File: config.mk
export PLATFORM = sky130hd
export DESIGN_NAME = rst_mp_flat
export DESIGN_NICKNAME = d
export VERILOG_FILES = /design/src/rtl/rst_mp_if.sv /design/src/rtl/rst_mp.sv /design/src/flat_wrapper.sv
export SDC_FILE = /design/constraint.sdc
export NUM_CORES = 2
export LEC_CHECK = 0
export CORE_AREA = 4 4 318 320
export CTS_BUF_LIST = sky130_fd_sc_hd__clkbuf_4
export DETAILED_ROUTE_END_ITERATION = 16
export DIE_AREA = 0 0 322 324
export PLACE_DENSITY = 0.49
export SKIP_LAST_GASP = 1
export SLEW_MARGIN = 20
export SYNTH_ARGS = -nofsm -noshare
export SYNTH_HDL_FRONTEND = slang
export SYNTH_SLANG_ARGS = --single-unit
File: constraint.sdc
create_clock -name CLK -period 15.55 [get_ports CLK]
set_input_delay 4.665 -clock CLK [delete_from_list [all_inputs] [get_ports CLK]]
set_output_delay 4.665 -clock CLK [all_outputs]
set_load 0.01 [all_outputs]
File: src/rtl/rst_mp_if.sv
// rst_mp_if: dispatch / writeback / branch / lookup bundle for the register status table.
interface rst_mp_if #(
  parameter int NREGS = 32,
  parameter int TAG_W = 4,
  parameter int NDISP = 2,
  parameter int NWB   = 2,
  parameter int NRD   = 4,
  parameter int NBR   = 4
);
  localparam int SEL_W = $clog2(NREGS);
  localparam int BR_W  = (NBR > 1) ? $clog2(NBR) : 1;

  logic [NDISP-1:0]            di_write;
  logic [NDISP-1:0][SEL_W-1:0] di_sel;
  logic [NDISP-1:0][TAG_W-1:0] di_tag;
  logic [NDISP-1:0][NBR-1:0]   di_mask;
  logic [NWB-1:0]              wb_write;
  logic [NWB-1:0][SEL_W-1:0]   wb_sel;
  logic [NWB-1:0][TAG_W-1:0]   wb_tag;
  logic                        br_valid;
  logic [BR_W-1:0]             br_id;
  logic                        br_squash;
  logic [NRD-1:0][SEL_W-1:0]   rd_sel;
  logic [NRD-1:0]              rd_busy;
  logic [NRD-1:0][TAG_W-1:0]   rd_tag;
  logic [NRD-1:0][NBR-1:0]     rd_mask;
  logic [SEL_W:0]              busy_count;

  modport master (
    output di_write, di_sel, di_tag, di_mask, wb_write, wb_sel, wb_tag,
           br_valid, br_id, br_squash, rd_sel,
    input  rd_busy, rd_tag, rd_mask, busy_count
  );
  modport slave (
    input  di_write, di_sel, di_tag, di_mask, wb_write, wb_sel, wb_tag,
           br_valid, br_id, br_squash, rd_sel,
    output rd_busy, rd_tag, rd_mask, busy_count
  );
endinterface

File: src/rtl/rst_mp.sv
// rst_mp: register status table {busy, tag, spec mask} with branch resolve/squash.
// Optional RST_MP_WB_BYPASS_EN: lookups see same-cycle matching writebacks and squashes.
module rst_mp_entry #(
  parameter int NREGS = 32,
  parameter int TAG_W = 4,
  parameter int NDISP = 2,
  parameter int NWB   = 2,
  parameter int NBR   = 4,
  parameter int IDX   = 1,
  localparam int SEL_W = $clog2(NREGS),
  localparam int BR_W  = (NBR > 1) ? $clog2(NBR) : 1
) (
  input  logic                        CLK,
  input  logic                        nRST,
  input  logic [NDISP-1:0]            di_write,
  input  logic [NDISP-1:0][SEL_W-1:0] di_sel,
  input  logic [NDISP-1:0][TAG_W-1:0] di_tag,
  input  logic [NDISP-1:0][NBR-1:0]   di_mask,
  input  logic [NWB-1:0]              wb_write,
  input  logic [NWB-1:0][SEL_W-1:0]   wb_sel,
  input  logic [NWB-1:0][TAG_W-1:0]   wb_tag,
  input  logic                        br_valid,
  input  logic [BR_W-1:0]             br_id,
  input  logic                        br_squash,
  output logic                        rd_busy,
  output logic [TAG_W-1:0]            rd_tag,
  output logic [NBR-1:0]              rd_mask,
  output logic                        nxt_busy
);
  logic             st_busy, b, sq_hit, wb_hit;
  logic [TAG_W-1:0] st_tag, t;
  logic [NBR-1:0]   st_mask, m, dm;

  always_comb begin
    sq_hit = br_valid & br_squash & st_mask[br_id];
    b = st_busy;
    t = st_tag;
    m = st_mask;
    dm = '0;
    if (sq_hit) begin
      b = 1'b0; t = '0; m = '0;
    end else if (br_valid && !br_squash) begin
      m[br_id] = 1'b0;
    end
    wb_hit = 1'b0;
    for (int j = 0; j < NWB; j++)
      if (wb_write[j] && wb_sel[j] == SEL_W'(IDX) && b && wb_tag[j] == t) wb_hit = 1'b1;
    if (wb_hit) begin
      b = 1'b0; t = '0; m = '0;
    end
    // ascending port order lets the youngest dispatch win
    for (int k = 0; k < NDISP; k++) begin
      dm = di_mask[k];
      if (br_valid && !br_squash) dm[br_id] = 1'b0;
      if (di_write[k] && di_sel[k] == SEL_W'(IDX) && !(br_valid && br_squash && di_mask[k][br_id])) begin
        b = 1'b1; t = di_tag[k]; m = dm;
      end
    end
  end

  always_ff @(posedge CLK or negedge nRST) begin
    if (!nRST) begin
      st_busy <= 1'b0;
      st_tag  <= '0;
      st_mask <= '0;
    end else begin
      st_busy <= b;
      st_tag  <= t;
      st_mask <= m;
    end
  end

  assign nxt_busy = b;
`ifdef RST_MP_WB_BYPASS_EN
  assign rd_busy = (sq_hit | wb_hit) ? 1'b0 : st_busy;
  assign rd_tag  = (sq_hit | wb_hit) ? '0 : st_tag;
  assign rd_mask = (sq_hit | wb_hit) ? '0 : st_mask;
`else
  assign rd_busy = st_busy;
  assign rd_tag  = st_tag;
  assign rd_mask = st_mask;
`endif
endmodule

module rst_mp #(
  parameter int NREGS = 32,
  parameter int TAG_W = 4,
  parameter int NDISP = 2,
  parameter int NWB   = 2,
  parameter int NRD   = 4,
  parameter int NBR   = 4
) (
  input logic    CLK,
  input logic    nRST,
  rst_mp_if.slave bus
);
  localparam int SEL_W = $clog2(NREGS);
  localparam int CNT_W = SEL_W + 1;

  logic [NREGS-1:0]            v_busy, n_busy;
  logic [NREGS-1:0][TAG_W-1:0] v_tag;
  logic [NREGS-1:0][NBR-1:0]   v_mask;
  logic [CNT_W-1:0]            cnt_nxt;

  for (genvar i = 0; i < NREGS; i++) begin : g_ent
    if (i == 0) begin : g_zero
      assign v_busy[i] = 1'b0;
      assign v_tag[i]  = '0;
      assign v_mask[i] = '0;
      assign n_busy[i] = 1'b0;
    end else begin : g_reg
      rst_mp_entry #(
        .NREGS(NREGS), .TAG_W(TAG_W), .NDISP(NDISP), .NWB(NWB), .NBR(NBR), .IDX(i)
      ) u_ent (
        .CLK(CLK), .nRST(nRST),
        .di_write(bus.di_write), .di_sel(bus.di_sel), .di_tag(bus.di_tag), .di_mask(bus.di_mask),
        .wb_write(bus.wb_write), .wb_sel(bus.wb_sel), .wb_tag(bus.wb_tag),
        .br_valid(bus.br_valid), .br_id(bus.br_id), .br_squash(bus.br_squash),
        .rd_busy(v_busy[i]), .rd_tag(v_tag[i]), .rd_mask(v_mask[i]), .nxt_busy(n_busy[i])
      );
    end
  end

  always_comb begin
    bus.rd_busy = '0;
    bus.rd_tag  = '0;
    bus.rd_mask = '0;
    for (int r = 0; r < NRD; r++) begin
      bus.rd_busy[r] = v_busy[bus.rd_sel[r]];
      bus.rd_tag[r]  = v_tag[bus.rd_sel[r]];
      bus.rd_mask[r] = v_mask[bus.rd_sel[r]];
    end
  end

  always_comb begin
    cnt_nxt = '0;
    for (int i = 0; i < NREGS; i++) cnt_nxt = cnt_nxt + CNT_W'(n_busy[i]);
  end

  always_ff @(posedge CLK or negedge nRST) begin
    if (!nRST) bus.busy_count <= '0;
    else       bus.busy_count <= cnt_nxt;
  end
endmodule

File: src/flat_wrapper.sv
// flat-port wrapper written by rule: the top's interface ports become plain ports
module rst_mp_flat 
#(
  parameter int NREGS = 32,
  parameter int TAG_W = 4,
  parameter int NDISP = 2,
  parameter int NWB   = 2,
  parameter int NRD   = 4,
  parameter int NBR   = 4
)
  (CLK, nRST, bus_di_write, bus_di_sel, bus_di_tag, bus_di_mask, bus_wb_write, bus_wb_sel, bus_wb_tag, bus_br_valid, bus_br_id, bus_br_squash, bus_rd_sel, bus_rd_busy, bus_rd_tag, bus_rd_mask, bus_busy_count);
  rst_mp_if #(.NREGS(NREGS), .TAG_W(TAG_W), .NDISP(NDISP), .NWB(NWB), .NRD(NRD), .NBR(NBR)) bus_i ();
  input logic CLK;
  input logic nRST;
  input wire logic [$bits(bus_i.di_write)-1:0] bus_di_write;
  input wire logic [$bits(bus_i.di_sel)-1:0] bus_di_sel;
  input wire logic [$bits(bus_i.di_tag)-1:0] bus_di_tag;
  input wire logic [$bits(bus_i.di_mask)-1:0] bus_di_mask;
  input wire logic [$bits(bus_i.wb_write)-1:0] bus_wb_write;
  input wire logic [$bits(bus_i.wb_sel)-1:0] bus_wb_sel;
  input wire logic [$bits(bus_i.wb_tag)-1:0] bus_wb_tag;
  input wire logic [$bits(bus_i.br_valid)-1:0] bus_br_valid;
  input wire logic [$bits(bus_i.br_id)-1:0] bus_br_id;
  input wire logic [$bits(bus_i.br_squash)-1:0] bus_br_squash;
  input wire logic [$bits(bus_i.rd_sel)-1:0] bus_rd_sel;
  output wire logic [$bits(bus_i.rd_busy)-1:0] bus_rd_busy;
  output wire logic [$bits(bus_i.rd_tag)-1:0] bus_rd_tag;
  output wire logic [$bits(bus_i.rd_mask)-1:0] bus_rd_mask;
  output wire logic [$bits(bus_i.busy_count)-1:0] bus_busy_count;
  assign bus_i.di_write = bus_di_write;
  assign bus_i.di_sel = bus_di_sel;
  assign bus_i.di_tag = bus_di_tag;
  assign bus_i.di_mask = bus_di_mask;
  assign bus_i.wb_write = bus_wb_write;
  assign bus_i.wb_sel = bus_wb_sel;
  assign bus_i.wb_tag = bus_wb_tag;
  assign bus_i.br_valid = bus_br_valid;
  assign bus_i.br_id = bus_br_id;
  assign bus_i.br_squash = bus_br_squash;
  assign bus_i.rd_sel = bus_rd_sel;
  assign bus_rd_busy = bus_i.rd_busy;
  assign bus_rd_tag = bus_i.rd_tag;
  assign bus_rd_mask = bus_i.rd_mask;
  assign bus_busy_count = bus_i.busy_count;
  rst_mp #(.NREGS(NREGS), .TAG_W(TAG_W), .NDISP(NDISP), .NWB(NWB), .NRD(NRD), .NBR(NBR)) u_core (.CLK(CLK), .nRST(nRST), .bus(bus_i));
endmodule
## Word-level counts from Yosys, hierarchy flattened

Cells that the tools add are included.
W data, S select, Z words.

| operators by class | value |
|---|---|
| add/sub/neg operators | 30 |
| $lt $le $gt $ge | 6 |
| eq/ne operators | 186 |
| muxes and demuxes | 559 |
| bitwise gates (word level) | 66 |
| reduce and logical (&&, ||, !) cells | 349 |

Operators with widths:

| kind | count |
|---|---|
| $mux W4 | 289 |
| $eq A5 B5 Y1 const B | 64 |
| $logic_and A1 B1 Y1 | 315 |
| $eq A4 B4 Y1 | 62 |
| $mux W1 | 224 |
| $add A6 B1 Y6 | 29 |
| $bmux W4 S5 | 8 |
| $eq A5 B4 Y1 const B | 32 |
| $reduce_bool A5 Y1 | 31 |
| $and A4 B4 Y4 | 33 |
| $eq A5 B3 Y1 const B | 16 |
| $bmux W1 S2 | 33 |
| $eq A5 B2 Y1 const B | 8 |
| $and A1 B1 Y1 | 32 |
| $lt A5 B6 Y1 const B | 4 |
| $bmux W1 S5 | 4 |
| $eq A5 B1 Y1 const B | 4 |
| $not A4 Y4 | 1 |
| $logic_not A1 Y1 | 3 |
| $lt A2 B3 Y1 const B | 1 |
| $add A1 B1 Y2 | 1 |
| $demux W1 S2 | 1 |
| $ge A2 B1 Y1 const B | 1 |

| word-level totals | value |
|---|---|
| register bits after elaboration | 285 |
| input bits | 74 |
| word-level logic and storage cells | 1,290 |

## Depth between registers and ports, before layout

| logic depth | value |
|---|---|
| word-level depth | 41 |
| gate-level depth with buffers | 24 |
| mapped depth without buffers | 21 |

## By module

A second synthesis with hierarchy kept.

| unflattened totals | value |
|---|---|
| cell total of the unflattened synthesis | 3,721 |
| area, all modules | 35,153.7 um^2 |

By module, submodules not included:

| module | times used | cells an instance | area each (um^2) |
|---|---|---|---|
| rst_mp | 1 | 880 | 10,401.2 |
| rst_mp_entry at u_core.g_ent[10].g_reg.u_ent ... | 4 | 94 | 807.0 |
| rst_mp_entry at u_core.g_ent[21].g_reg.u_ent ... | 4 | 93 | 804.5 |
| rst_mp_entry at u_core.g_ent[23].g_reg.u_ent ... | 2 | 99 | 885.8 |
| rst_mp_entry at u_core.g_ent[13].g_reg.u_ent ... | 2 | 95 | 822.0 |
| rst_mp_entry at u_core.g_ent[11].g_reg.u_ent ... | 2 | 95 | 803.3 |
| rst_mp_entry at u_core.g_ent[4].g_reg.u_ent ... | 2 | 94 | 802.0 |
| rst_mp_entry at u_core.g_ent[20].g_reg.u_ent ... | 2 | 93 | 799.5 |
| rst_mp_entry at u_core.g_ent[29].g_reg.u_ent ... | 2 | 93 | 788.3 |
| rst_mp_entry at u_core.g_ent[17].g_reg.u_ent ... | 2 | 85 | 772.0 |
| rst_mp_entry at u_core.g_ent[1].g_reg.u_ent ... | 2 | 81 | 760.7 |
| rst_mp_entry at u_core.g_ent[15].g_reg.u_ent | 1 | 95 | 812.0 |
| rst_mp_entry at u_core.g_ent[12].g_reg.u_ent | 1 | 96 | 804.5 |
| rst_mp_entry at u_core.g_ent[31].g_reg.u_ent | 1 | 93 | 785.8 |
| +4 rows | -- | -- | -- |

## Least setup slack after synthesis

OpenSTA, ideal clock, no wires.

| timing path | value |
|---|---|
| path type | input to output |
| from | input bus_rd_sel[0] |
| to | output bus_rd_tag[0] |
| arrival | 6,716 ps |
| data required time | 10,885 ps |
| setup slack | 4,169 ps |
| cell stages on the path | 6 |
| cell sequence | buf_2 > buf_1 > clkbuf_1 > mux4_2 > mux4_2 > mux2_2 |

| between the ends | value |
|---|---|
| longest elaborated chain between the ends | 2 |

Ends and longest elaborated chain:

| element | RTL line | text |
|---|---|---|
| start, declared | flat_wrapper.sv:25 | `input wire logic [$bits(bus_i.rd_sel)-1:0] bus_rd_sel;` |
| $bmux W4 S5 | rst_mp.sv:130 | `bus.rd_tag[r] = v_tag[bus.rd_sel[r]];` |
| $mux W4 (implied by the code) | rst_mp.sv:130 |  |
| end, declared | flat_wrapper.sv:27 | `output wire logic [$bits(bus_i.rd_tag)-1:0] bus_rd_tag;` |

No other way between the ends. The select of a mux whose other input is x is not followed.

## Worst setup path in the final report

| timing path | value |
|---|---|
| from | input bus_rd_sel[5] |
| to | output bus_rd_mask[7] |

| between the ends | value |
|---|---|
| longest elaborated chain between the ends | 2 |

Ends and longest elaborated chain:

| element | RTL line | text |
|---|---|---|
| $bmux W4 S5 | rst_mp.sv:131 | `bus.rd_mask[r] = v_mask[bus.rd_sel[r]];` |
| $mux W4 (implied by the code) | rst_mp.sv:131 |  |
| end, declared | flat_wrapper.sv:28 | `output wire logic [$bits(bus_i.rd_mask)-1:0] bus_rd_mask;` |

No other way between the ends. The select of a mux whose other input is x is not followed.

==> flow_summary.json <==
{
  "status": "finished clean",
  "p_total_uw": 5870,
  "p_switching_uw": 2730,
  "drt_iter0_drc": 5023,
  "synth.avg_cell_area_sq_um": 10.4,
  "slew_viol_final": 0,
  "yosysTopAreaCell": "mux4_2",
  "synth_nets": 2929,
  "p_int_uw": 3140,
  "p_leak_uw": 0.0124,
  "dp_hpwl_um": 116000,
  "max_freq_mhz": 78.9,
  "gp_congestion": 0.998,
  "via_count": 29400,
  "worstPathCellList": "buf_4, buf_4, mux4_2, mux4_2, mux2_2, clkdlybuf4s50_1",
  "cts_buffers": 90,
  "grt_usage_pct": 30.3,
  "final_cell_area_sq_um": 32700,
  "synth_edf_count": 0,
  "pwr-share-clk_pct": 13.8,
  "crit_path_start_kind": "primary input",
  "ys.flop_type": "dfrtp_1",
  "grt_overflow": 0,
  "syn_inst": 2823,
  "initial_core_util_pct": 29.9,
  "hp-class": "flip-flop to flip-flop",
  "routedWlPerCell_um": 38.5,
  "cts-root-buf": "clkbuf_4",
  "wl_met2_um": 63800,
  "seqPwrFrac_pct": 26.8,
  "setup_viol": 0,
  "grt_pass1_wl_um": 222000,
  "tritoncts": "done",
  "cts_buffer_depth": 3,
  "dr.pass1.iters": 6,
  "synth_cell_types": 109,
  "clock_latency_ps": 940,
  "worstPathArrival_ps": 8020,
  "relSlewSlack_pct": 12.2,
  "grt_pass1_vias": 27300,
  "yosysWarningCount": 0,
  "route.detailed.drc": 0,
  "p_sw_share_pct": 46.6,
  "cts.repair.resized": 0,
  "period_share_pct": 81.5,
  "powerDensity_nw_per_um2": 179,
  "io_pins": 116,
  "rows": 115,
  "crit_path_max_fanout": 44,
  "wl_met3_um": 27200,
  "ir_worst_vdd_uv": 477,
  "die_h_um": 324,
  "rsz0062_at_grt": "no",
  "synth_top_area_share_pct": 26.0,
  "syn_area_sq_um": 29300,
  "async_flop_share_pct": 100,
  "ys_seq_area_share_pct": 24.3,
  "cts_sinks": 285,
  "path_clk_slew_ps": 50,
  "dieArea_sq_um": 104000,
  "seqCellArea_sq_um": 7130,
  "postCtsHoldBufs": 0,
  "period_needed_ps": 12680,
  "critPathRequiredTime_ps": 10890,
  "die_w_um": 322,
  "hold_depth": 2,
  "setup_tns_ps": 0,
  "layout.nets": 2968,
  "core-area_sq_um": 98100,
  "worst_slew_pin_slew_ps": 1300,
  "skew_ps": 89.3,
  "rr_worst_depth": 17,
  "slowest_delay_ps": 630,
  "utilization_pct": 33.4,
  "wl_met1_um": 60200,
  "cts_setup_buffers": 0,
  "setup.worst_path.end_class": "primary output",
  "wirelength_um": 162000,
  "multi_input_area_sq_um": 20800,
  "criticalPathCategory": "primary input to primary output",
  "final_hold_viol_count": 0,
  "ys_ff_latch": 285,
  "top_layer_used": "met5",
  "antenna_found_initial": 9,
  "combinationalPowerShare_pct": 59.4,
  "portBuffers": 115,
  "antenna_left": 0,
  "place_area_sq_um": 31600,
  "area_growth_pct": 11.6,
  "htreeDepth": 3,
  "drive_gt1_share_pct": 27.7,
  "synthTopCellsByArea": "mux4_2, dfrtp_1, xnor2_1",
  "grt_max_degree": 109,
  "via_per_inst": 6.99,
  "num-fill-cells": 10100,
  "cap_violations": 0,
  "slowest_stage": "buf_4"
}
-- worst paths after layout --
path                                                                 to                                    start  slack [ps]
worst max-delay path                                     bus_rd_mask[7]                            bus_rd_sel[5]        2870
worst min-delay path            u_core.g_ent[13].g_reg.u_ent.rd_mask[0]  u_core.g_ent[13].g_reg.u_ent.rd_mask[0]         630
max in group asynchronous        u_core.g_ent[9].g_reg.u_ent.rd_mask[3]                                     nRST        9350
worst max register to register                 u_core.bus.busy_count[4]   u_core.g_ent[17].g_reg.u_ent.rd_tag[2]        8490
min in group asynchronous        u_core.g_ent[29].g_reg.u_ent.rd_tag[2]                                     nRST        3860
worst min register to register  u_core.g_ent[13].g_reg.u_ent.rd_mask[0]  u_core.g_ent[13].g_reg.u_ent.rd_mask[0]         630
-- cell usage after synthesis (all sizes together), types with 15 or more instances --
library cell  number
buf              142
o21ai            134
a221oi            38
nor3              56
mux2              82
a21boi            15
a31oi             24
a21oi            136
nor2             142
xor2             118
nor4              36
a2bb2oi           16
mux2i             37
nand3            118
nor2b             23
a211oi            20
and2              23
inv               62
a31o              40
or3               17
nand4             50
clkbuf           129
fa                23
a22oi             56
o22ai             41
mux4             339
xnor2            121
nand2            211
a22o              42
a41o              16
dfrtp            285
nand2b            19
and3              31
o221ai            22
-- registers in the layout, indices dropped and copies added (netlist names) --
signal                            cells
u_core.g_ent.g_reg.u_ent.rd_tag     124
u_core.g_ent.g_reg.u_ent.rd_busy     31
u_core.g_ent.g_reg.u_ent.rd_mask    124
u_core.bus.busy_count                 6
-- stage by stage --
step           hold WS, ps  setup WS, ps  std cells
2_1_floorplan          534          4170       2823
3_3_place_gp           612          2970       4056
3_5_place_dp           606          2960       4056
4_1_cts                626          2960       4203
5_1_grt                660          2760       4206
6_report               626          2870       4207
-- routing by layer --
layer	vias up	track usage, %
met1	14700	39.9
met3	626	14.2
li1	11300	-
met5	-	0
met4	4	16.0
met2	2781	41.1
-- worst max-delay path, delay by kind of cell --
| family | cells | cell delay [ps] |
|---|---|---|
| muxes | 3 | 1440 |
| buffers and inverters | 3 | 1740 |
-- final cells by class --
type / count / share of cell area (%)
timing repair buffer: 218 / 5.67
tap: 1287 / 4.92
sequential: 285 / 21.8
inverter: 62 / 0.711
multi-input combinational: 2205 / 63.5
clock inverter: 15 / 0.348
antenna: 3 / 0.0229
clock buffer: 132 / 3.03
-- cells in the final DEF, fill, tap and decap left out, drive strengths merged, types with 36 or more instances in the layout --
cell             n
xor2           118
o22ai           41
nor4            36
dfrtp          285
nor3            56
xnor2          121
a21oi          136
clkbuf         132
nand2          211
a22oi           56
a22o            42
inv             63
nor2           142
nand4           50
o21ai          134
nand3          118
mux4           339
a221oi          38
mux2i           37
a31o            40
clkdlybuf4s50   92
buf            126
mux2            82
-- cells by family after synthesis --
family	count (synthesis)	synth area share, %
and+or+nand+nor	767	13.6
AOI/OAI and AO/OA	709	17.5
muxes	458	30.5
buffers and inverters	333	5.02
DFF	285	24.3
xor gates and xnor gates	239	7.14
adders and majority gates	32	1.95
-- power groups by stage --
stage	logic (uW)	registers (uW)	clock network (uW)
finish	3480	1570	811
global placement	3450	1540	0
detailed placement	3470	1530	0
CTS	3490	1520	822
floorplan	2590	1250	0
global route	3830	1560	859
No activity file was read; power rests on OpenSTA's default activity.
